## src/rtl/sma_rr_sched_if.sv

```systemverilog
// Handshake bundle for sma_rr_sched: per-channel sample inputs and the tagged result stream.
// master = sample front-end / downstream consumer side, slave = scheduler.
interface sma_rr_sched_if #(
  parameter int CH_NUM = 4,
  parameter int DATA_W = 16,
  parameter int CH_W   = 2
);
  logic [CH_NUM-1:0]        in_valid;
  logic [CH_NUM*DATA_W-1:0] in_data;
  logic [CH_NUM-1:0]        in_ready;
  logic                     out_valid;
  logic                     out_ready;
  logic [CH_W-1:0]          out_ch;
  logic [DATA_W-1:0]        out_data;
  logic                     out_warm;

  modport master (
    output in_valid, in_data, out_ready,
    input  in_ready, out_valid, out_ch, out_data, out_warm
  );

  modport slave (
    input  in_valid, in_data, out_ready,
    output in_ready, out_valid, out_ch, out_data, out_warm
  );
endinterface

```

## src/rtl/sma_rr_sched.sv

```systemverilog
// Round-robin scheduler sharing one 4-tap signed moving-average engine across CH_NUM channels.
// Optional per-channel history flush port enabled by defining SMA_RR_SCHED_FLUSH_EN.
module sma_rr_sched #(
  parameter int CH_NUM = 4,
  parameter int DATA_W = 16,
  parameter int CH_W   = 2
) (
  input  logic              clk,
  input  logic              rst,
`ifdef SMA_RR_SCHED_FLUSH_EN
  input  logic [CH_NUM-1:0] flush,
`endif
  sma_rr_sched_if.slave     bus
);

  logic signed [DATA_W-1:0] h1 [CH_NUM];
  logic signed [DATA_W-1:0] h2 [CH_NUM];
  logic signed [DATA_W-1:0] h3 [CH_NUM];
  logic [1:0]               fill [CH_NUM];
  logic [CH_W-1:0]          rr;

  logic [CH_NUM-1:0]        fl;
  logic                     adv;
  logic                     gnt_any;
  logic [CH_W-1:0]          gnt;
  logic [CH_W-1:0]          ci;
  int unsigned              idx;
  logic signed [DATA_W-1:0] x, hg1, hg2, hg3;
  logic signed [DATA_W:0]   s1;
  logic signed [DATA_W+1:0] s;
  logic signed [DATA_W-1:0] res;
  logic                     warm;

`ifdef SMA_RR_SCHED_FLUSH_EN
  always_comb fl = flush;
`else
  always_comb fl = '0;
`endif

  always_comb begin
    adv     = !bus.out_valid || bus.out_ready;
    gnt     = '0;
    gnt_any = 1'b0;
    idx     = 0;
    ci      = '0;
    for (int unsigned k = 0; k < CH_NUM; k++) begin
      idx = (32'(rr) + k) % CH_NUM;
      ci  = CH_W'(idx);
      if (!gnt_any && bus.in_valid[ci]) begin
        gnt_any = 1'b1;
        gnt     = ci;
      end
    end
    if (!adv || !rst) gnt_any = 1'b0;
  end

  always_comb begin
    bus.in_ready = '0;
    if (gnt_any) bus.in_ready[gnt] = 1'b1;
  end

  // A same-cycle flush zeroes the old history before it reaches the adder.
  always_comb begin
    x    = bus.in_data[gnt*DATA_W +: DATA_W];
    hg1  = fl[gnt] ? '0 : h1[gnt];
    hg2  = fl[gnt] ? '0 : h2[gnt];
    hg3  = fl[gnt] ? '0 : h3[gnt];
    warm = !fl[gnt] && (fill[gnt] == 2'd3);
    s1   = (DATA_W+1)'(x) + (DATA_W+1)'(hg1);
    s    = (DATA_W+2)'(s1) + ((DATA_W+2)'(hg2) + (DATA_W+2)'(hg3));
    // The mean of four samples always fits, so the low DATA_W bits of the
    // shifted sum equal {sign, low bits}.
    res  = DATA_W'(s >>> 2);
  end

  always_ff @(posedge clk or negedge rst) begin
    if (!rst) begin
      rr            <= '0;
      bus.out_valid <= 1'b0;
      bus.out_ch    <= '0;
      bus.out_data  <= '0;
      bus.out_warm  <= 1'b0;
      for (int unsigned i = 0; i < CH_NUM; i++) begin
        h1[i]   <= '0;
        h2[i]   <= '0;
        h3[i]   <= '0;
        fill[i] <= '0;
      end
    end else begin
      for (int unsigned i = 0; i < CH_NUM; i++) begin
        if (gnt_any && (gnt == CH_W'(i))) begin
          h1[i]   <= x;
          h2[i]   <= fl[i] ? '0 : h1[i];
          h3[i]   <= fl[i] ? '0 : h2[i];
          fill[i] <= fl[i] ? 2'd1 : ((fill[i] == 2'd3) ? 2'd3 : fill[i] + 2'd1);
        end else if (fl[i]) begin
          h1[i]   <= '0;
          h2[i]   <= '0;
          h3[i]   <= '0;
          fill[i] <= '0;
        end
      end
      if (gnt_any) begin
        rr            <= (gnt == CH_W'(CH_NUM-1)) ? '0 : gnt + 1'b1;
        bus.out_valid <= 1'b1;
        bus.out_ch    <= gnt;
        bus.out_data  <= res;
        bus.out_warm  <= warm;
      end else if (bus.out_ready) begin
        bus.out_valid <= 1'b0;
      end
    end
  end

endmodule

```

## src/flat_wrapper.sv

```systemverilog
// flat-port wrapper written by rule: the top's interface ports become plain ports
module sma_rr_sched_flat 
#(
  parameter int CH_NUM = 4,
  parameter int DATA_W = 16,
  parameter int CH_W   = 2
)
  (clk, rst, bus_in_valid, bus_in_data, bus_out_ready, bus_in_ready, bus_out_valid, bus_out_ch, bus_out_data, bus_out_warm);
  sma_rr_sched_if #(.CH_NUM(CH_NUM), .DATA_W(DATA_W), .CH_W(CH_W)) bus_i ();
  input  logic clk;
  input  logic rst;
  input wire logic [$bits(bus_i.in_valid)-1:0] bus_in_valid;
  input wire logic [$bits(bus_i.in_data)-1:0] bus_in_data;
  input wire logic [$bits(bus_i.out_ready)-1:0] bus_out_ready;
  output wire logic [$bits(bus_i.in_ready)-1:0] bus_in_ready;
  output wire logic [$bits(bus_i.out_valid)-1:0] bus_out_valid;
  output wire logic [$bits(bus_i.out_ch)-1:0] bus_out_ch;
  output wire logic [$bits(bus_i.out_data)-1:0] bus_out_data;
  output wire logic [$bits(bus_i.out_warm)-1:0] bus_out_warm;
  assign bus_i.in_valid = bus_in_valid;
  assign bus_i.in_data = bus_in_data;
  assign bus_i.out_ready = bus_out_ready;
  assign bus_in_ready = bus_i.in_ready;
  assign bus_out_valid = bus_i.out_valid;
  assign bus_out_ch = bus_i.out_ch;
  assign bus_out_data = bus_i.out_data;
  assign bus_out_warm = bus_i.out_warm;
  sma_rr_sched #(.CH_NUM(CH_NUM), .DATA_W(DATA_W), .CH_W(CH_W)) u_core (.clk(clk), .rst(rst), .bus(bus_i));
endmodule
```

## config.mk

```make
export PLATFORM = sky130hd
export DESIGN_NAME = sma_rr_sched_flat
export DESIGN_NICKNAME = d
export VERILOG_FILES = /design/src/rtl/sma_rr_sched_if.sv /design/src/rtl/sma_rr_sched.sv /design/src/flat_wrapper.sv
export SDC_FILE = /design/constraint.sdc
export NUM_CORES = 1
export LEC_CHECK = 0
export CORE_AREA = 2 2 176 178
export CTS_CLUSTER_SIZE = 10
export DETAILED_ROUTE_END_ITERATION = 8
export DIE_AREA = 0 0 178 180
export GPL_TIMING_DRIVEN = 0
export PLACE_DENSITY_LB_ADDON = 0.1
export SETUP_SLACK_MARGIN = 0.4
export SLEW_MARGIN = 5
export SYNTH_ARGS = -nofsm -noshare
export SYNTH_HDL_FRONTEND = slang
export SYNTH_SLANG_ARGS = --single-unit
```

## constraint.sdc

```tcl
create_clock -name clk -period 11.16 [get_ports clk]
set_input_delay 2.232 -clock clk [delete_from_list [all_inputs] [get_ports clk]]
set_output_delay 2.232 -clock clk [all_outputs]
set_load 0.05 [all_outputs]
```

==> results by group, run 1 <==
Final layout
  – Fraction of layout cells with a size suffix above 1: 0.0288
  – N_diodes: 0
  – Core Util, Final: 0.469
  – Fin cells: 2061
  – Nets: 1781
  – Area growth syn-to-layout: 18.6%

Synthesis
  – Mapped Area: 11900 um2
  – Post-Syn Instances: 1530
  – Ys Warns: 0
  – Synth cell types: 51
  – Post-Synth XOR/XNOR Area: 0.00660
  – Post-synth top flop: dfrtp_1
  – Async set-reset flop share out of synthesis: 1.00
  – Yosys reg bits: 222
  – Synth area leader: dfrtp_1
  – Synthesized netlist net count: 1653
  – Post-synthesis simple-gate area fraction: 0.297
  – Ranking of synthesized cells by area: dfrtp_1 (47%), nand2_1 (24%), fa_1 (5.5%)
  – Seq/Total Area, Yosys: 0.465
  – Mean Syn Cell Area: 7.81 um2
  – Commonest cells in the netlist: nand2_1 (759), dfrtp_1 (222), o21ai_0 (97)
  – Compound-Gate Fraction of Synth Area: 0.105
  – Main combinational cell family by area after synthesis: simple AND/OR/NAND/NOR gates
  – Count leader, synth: nand2_1
  – EDFF count, synth: 0
  – Top-area cell type share of the netlist area: 0.465
  – Mux cell area share after synthesis: 0.00168
  – Adder-Cell Fraction of Synth Area: 0.0752

Timing
  – Final WS setup: 1.76 ns
  – Final hold violation count: 0
  – Final period util: 0.842
  – Post-Route Skew: 0.0226 ns
  – Slew at the pin closest to its max-slew limit: 1.42 ns
  – Achievable Freq: 106 MHz
  – Setup TNS: 0 ns
  – Max-slew violations: 0
  – Endpoints failing setup: 0
  – Fin crit period: 9.40 ns
  – Headroom to the max-slew limit: 0.0431
  – Unrepaired setup endpoints after global routing: no

Critical path
  – Critical Path RT: 8.93 ns
  – Most frequent CP cell: clkbuf_1
  – CP max FO: 11
  – Worst-path cell chain: clkdlybuf4s50_1 > nor2b_4 > and2b_4 > nor3_2 > clkbuf_1 > clkbuf_1 > ha_1 > nand2_1 > clkinv_1 > clkbuf_1 > clkdlybuf4s50_1
  – Cell family with most CP delay: buffers and inverters
  – Worst setup SP type: input port
  – Worst path max stage delay: 0.93 ns
  – Buf+Inv Stages, Crit Path: 6
  – Critical Path AT: 7.17 ns
  – Slowest cell on the critical path: clkdlybuf4s50_1
  – R2R setup slack: 4.73 ns
  – CP Class: input port to primary output
  – Crit end category: primary output

Global route
  – Antenna violations before repair: 0
  – All-layer global routing usage: 0.262
  – GR Overflow Total: 0
  – First-pass GRT wire length: 63500 um
  – Largest net degree at the start of global routing: 99
  – Number of global-route vias before repair: 10500

Outcome
  – Run status: finished clean

Clock tree
  – Post-cts sizing count: 0
  – Clock Latency Late Sink: 0.55 ns
  – Post-CTS Setup Inserts: 0
  – Clk root buf: clkbuf_16
  – CTS Buffer Depth: 3
  – Max H-tree Level: 1
  – Reg clk slew, reported paths: 0.05 ns
  – Hold_buf cts: 0
  – Num Clock Sinks: 222
  – TritonCTS clock tree: done
  – CTS Buf Count: 26

Die
  – Die area: 32000 um2
  – Core area: 30200 um2
  – DIE HEIGHT: 180 um
  – Starting density of the core: 0.396
  – Num rows: 64
  – Ports: 95
  – Die span in x: 178 um

Place
  – Worst slack, placed: 1.89 ns
  – Gpl congestion: 0.917
  – Cell count after placement: 2026
  – Post-DP HPWL: 31900 um
  – IO Port Bufs: 94

Worst hold path
  – Worst min path class: flop to flop

Drt
  – Post-route ant nets: 0
  – DRT Pass-1 Iters: 5
  – Vias: 10700
  – Drt drc: 0
  – Detail-routed via count per cell: 5.17
  – Initial drt markers: 1005
  – Drt wl/cell: 19.8 um
  – Total wire length: 40800 um

Job
  – Max-Cap Viols: 0
cell type report:
type                            count  area [um2]
Fill cell                        3057       16000
Clock buffer                       34         681
Timing Repair Buffer              100        1030
Multi-Input combinational cell   1153        5790
Clock inverter                      1        16.3
Sequential cell                   222        5560
Buffer                             89         348
Inverter                           66         248
Tap cell                          396         495
logic make-up after synthesis:
kind of cell | after synthesis
simple gates | 879
fa+ha+maj | 52
mux | 2
xor+xnor | 9
flops | 222
compound gates | 211
buf+inv | 155
worst paths after layout:
path / startpoint / to / depth (start not counted)
worst max-delay path: bus_in_valid[2] / bus_in_ready[1] / 11
worst min-delay path: u_core.h3[62]$_DFFE_PN0P_ / u_core.h3[62]$_DFFE_PN0P_ / 2
worst max register to register: u_core.rr[1]$_DFFE_PN0P_ / u_core.bus.out_data[12]$_DFFE_PN0P_ / 17
worst min register to register: u_core.h3[62]$_DFFE_PN0P_ / u_core.h3[62]$_DFFE_PN0P_ / 2
max in group asynchronous: rst / u_core.bus.out_data[6]$_DFFE_PN0P_ / 3
min in group asynchronous: rst / u_core.h3[57]$_DFFE_PN0P_ / 1
routing by layer:
layer	wire length, um	share of wire	global-route usage
met1	18200	0.45	0.368
met5	0	0	0
met3	3240	0.079	0.0544
met2	18100	0.44	0.407
met4	1200	0.029	0.0757
tightest hold or removal path, cell delays in order (launching register included):
cell	delay, ns
dfrtp_1	0.34
nand2_1	0.05
nand2_1	0.05
metrics by stage:
stage | area [um2] | hold WS, ns
floorplan | 11900 | 0.446
global placement | 13400 | 0.457
detailed placement | 13500 | 0.462
CTS | 14200 | 0.476
global route | 14200 | 0.483
finish | 14200 | 0.472
flip-flops by register name (all words and copies together) (netlist names):
| register | cells |
|---|---|
| u_core.bus.out_ch | 2 |
| u_core.h1 | 64 |
| u_core.h2 | 64 |
| u_core.fill | 8 |
| u_core.h3 | 64 |
| u_core.rr | 2 |
| u_core.bus.out_data | 16 |
| u_core.bus.out_valid | 1 |
| u_core.bus.out_warm | 1 |
layout by cell type (no fill, tap or decap), drive strengths merged, types with 2 or more instances in the layout:
cell	netlist	final
xor2	4	4
nand3	29	29
a211o	2	2
nor2	11	11
xnor2	5	5
o211ai	3	3
nand2	760	760
a21o	14	14
fa	33	33
buf	28	35
clkinv	3	4
clkbuf	61	95
nand2b	4	4
mux2i	2	2
a221oi	3	3
o311a	2	2
nor2b	4	4
and3	52	52
o21ai	102	102
dfrtp	222	222
a21oi	21	21
o31ai	5	5
a31oi	48	48
inv	63	63
a211oi	2	2
nand4	3	3
ha	19	19
clkdlybuf4s50	0	93
nor3	11	11
Power of run 1 is not shown: default switching activity piles up to over one toggle a cycle in this logic, so the estimate is an artifact.
==> run 2: changes to the inputs <==
clock period = 8.5 ns   (was 11.16 ns; I/O delays follow)
==> run 2 against run 1 <==
  * Sequential share of layout area hardly changed
  * Cell count stayed put
  * Final area hardly changed
  * Non-clock buffer count stayed put
  * Critical path depth stayed put
  * Count of clock-buffer cells in the layout stayed put
  * First-iteration DRC count is 3.3% higher
  * Highest routed layer unchanged
  * Largest cell class unchanged
  * Core utilization hardly changed
  * Worst hold slack hardly changed
==> results by group, run 2 (synthesis results as in run 1) <==
Critical path
  – CP Class: input port to primary output
  – Worst setup SP type: input port
  – Worst path max stage delay: 0.92 ns
  – R2r startpoint: u_core.rr[1]$_DFFE_PN0P_
  – R2R setup slack: 2.18 ns
  – Worst-path cell chain: clkdlybuf4s50_1 > nor2b_4 > and2b_4 > nor3_4 > clkbuf_1 > clkbuf_2 > ha_1 > nand2_1 > clkinv_1 > clkbuf_1 > clkdlybuf4s50_1
  – Crit end category: primary output
  – CP max FO: 11
  – Reg2Reg Depth: 19
  – Critical Path AT: 6.03 ns
  – Critical Path RT: 6.80 ns
  – Slowest cell on the critical path: clkdlybuf4s50_1
  – Critical path origin: bus_in_valid[2]
  – RR Endpoint: u_core.bus.out_data[12]$_DFFE_PN0P_
  – CP endpoint: bus_in_ready[1]

Drt
  – DRT Pass-1 Iters: 5
  – Post-route ant nets: 0
  – Vias: 10700
  – Drt wl/cell: 19.7 um
  – Detail-routed via count per cell: 5.21
  – Initial drt markers: 1038
  – Total wire length: 40700 um
  – Drt drc: 0

Timing
  – Final period util: 0.909
  – Endpoints failing setup: 0
  – Max-slew violations: 0
  – Achievable Freq: 129 MHz
  – Final hold violation count: 0
  – Headroom to the max-slew limit: 0.0717
  – Fin crit period: 7.73 ns
  – Unrepaired setup endpoints after global routing: no
  – WHS: 0.472 ns
  – Post-Route Skew: 0.0199 ns
  – Slew at the pin closest to its max-slew limit: 1.38 ns

Global route
  – Largest net degree at the start of global routing: 99
  – All-layer global routing usage: 0.262
  – First-pass GRT wire length: 63500 um
  – Antenna violations before repair: 0
  – GR Overflow Total: 0
  – Number of global-route vias before repair: 10500

Die
  – Ports: 95
  – Die span in x: 178 um
  – DIE HEIGHT: 180 um
  – Starting density of the core: 0.396
  – Num rows: 64
  – Die area: 32000 um2
  – Core area: 30200 um2

Clock tree
  – Max H-tree Level: 1
  – TritonCTS clock tree: done
  – CTS Buffer Depth: 3
  – Reg clk slew, reported paths: 0.05 ns
  – Hold_buf cts: 0
  – Num Clock Sinks: 222
  – CTS Buf Count: 26
  – Clock Latency Late Sink: 0.55 ns
  – Post-CTS Setup Inserts: 0
  – Clk root buf: clkbuf_16

Worst hold path
  – Worst min path class: flop to flop
  – Hold Crit Start: u_core.h3[62]$_DFFE_PN0P_

Place
  – IO Port Bufs: 94
  – Post-DP HPWL: 31900 um
  – Gpl congestion: 0.917

Final layout
  – Biggest regs: u_core.h1 (64), u_core.h2 (64), u_core.h3 (64)
  – Most common cell after layout, fill and taps aside: nand2_1
  – N_diodes: 0
  – Fraction of layout cells with a size suffix above 1: 0.0306
  – Commonest cells after routing, fill and taps aside: nand2_1 (759), dfrtp_1 (222), o21ai_0 (93)
  – Area growth syn-to-layout: 18.7%
  – Nets: 1781

Job
  – Max-Cap Viols: 0

Outcome
  – Run status: finished clean
## run 2: critical path: cells and delay by family
family	cells	cell delay [ns]
adders and majority gates	1	0.21
buffers and inverters	6	2.97
and+or+nand+nor	4	1.11
## run 2: layer usage
metal,global-route usage,vias up,routed length [um]
met5,0,-,0
met4,0.0757,0,1180
met3,0.0544,62,3100
met2,0.407,374,18100
met1,0.368,5148,18300
li1,-,5159,-
## run 2: per-stage QoR
step	cells	utilization	TNS (ns)	area, um2	worst slack, ns
final	2061	0.470	0	14200	0.774
after global routing	2061	0.470	0	14200	0.466
after CTS	2061	0.469	0	14200	0.489
after detailed placement	2026	0.446	0	13500	0.291
after global placement	2020	0.443	-1912.97	13400	-7.25
after floorplan	1530	-	0	11900	2.25
## run 2: worst min path at each step
stage / slack (ns) / endpoint / cells after the start
floorplan: 0.45 / u_core.h3[15]$_DFFE_PN0P_ / 2
global placement: 0.46 / u_core.h3[23]$_DFFE_PN0P_ / 2
detailed placement: 0.46 / u_core.h3[22]$_DFFE_PN0P_ / 2
CTS: 0.48 / u_core.h3[61]$_DFFE_PN0P_ / 2
global route: 0.48 / u_core.h3[59]$_DFFE_PN0P_ / 2
finish: 0.47 / u_core.h3[62]$_DFFE_PN0P_ / 2
## run 2: cell type report
type                    count  area [um2]
fillers                  3058       16000
multi-input cells        1153        5800
flip-flops and latches    222        5560
repair buffers            100        1030
clock buffers              34         681
well taps                 396         495
plain buffers              89         352
inverters                  66         248
clock inverters             1        16.3
## run 2: what timing repair did
action,4_1_cts,5_1_grt
hold endpoints to repair,0,0
setup endpoints to repair,2,3
resized for setup,1,6
Power of run 2 is left out for the same reason.
==> run 3: changes to the inputs <==
ABC_CLOCK_PERIOD_IN_PS = 8500   (was unset)
==> results of run 3 <==
Same layout as run 2: the final DEF is identical, and so are final timing and power.
Power of run 3 is left out for the same reason.
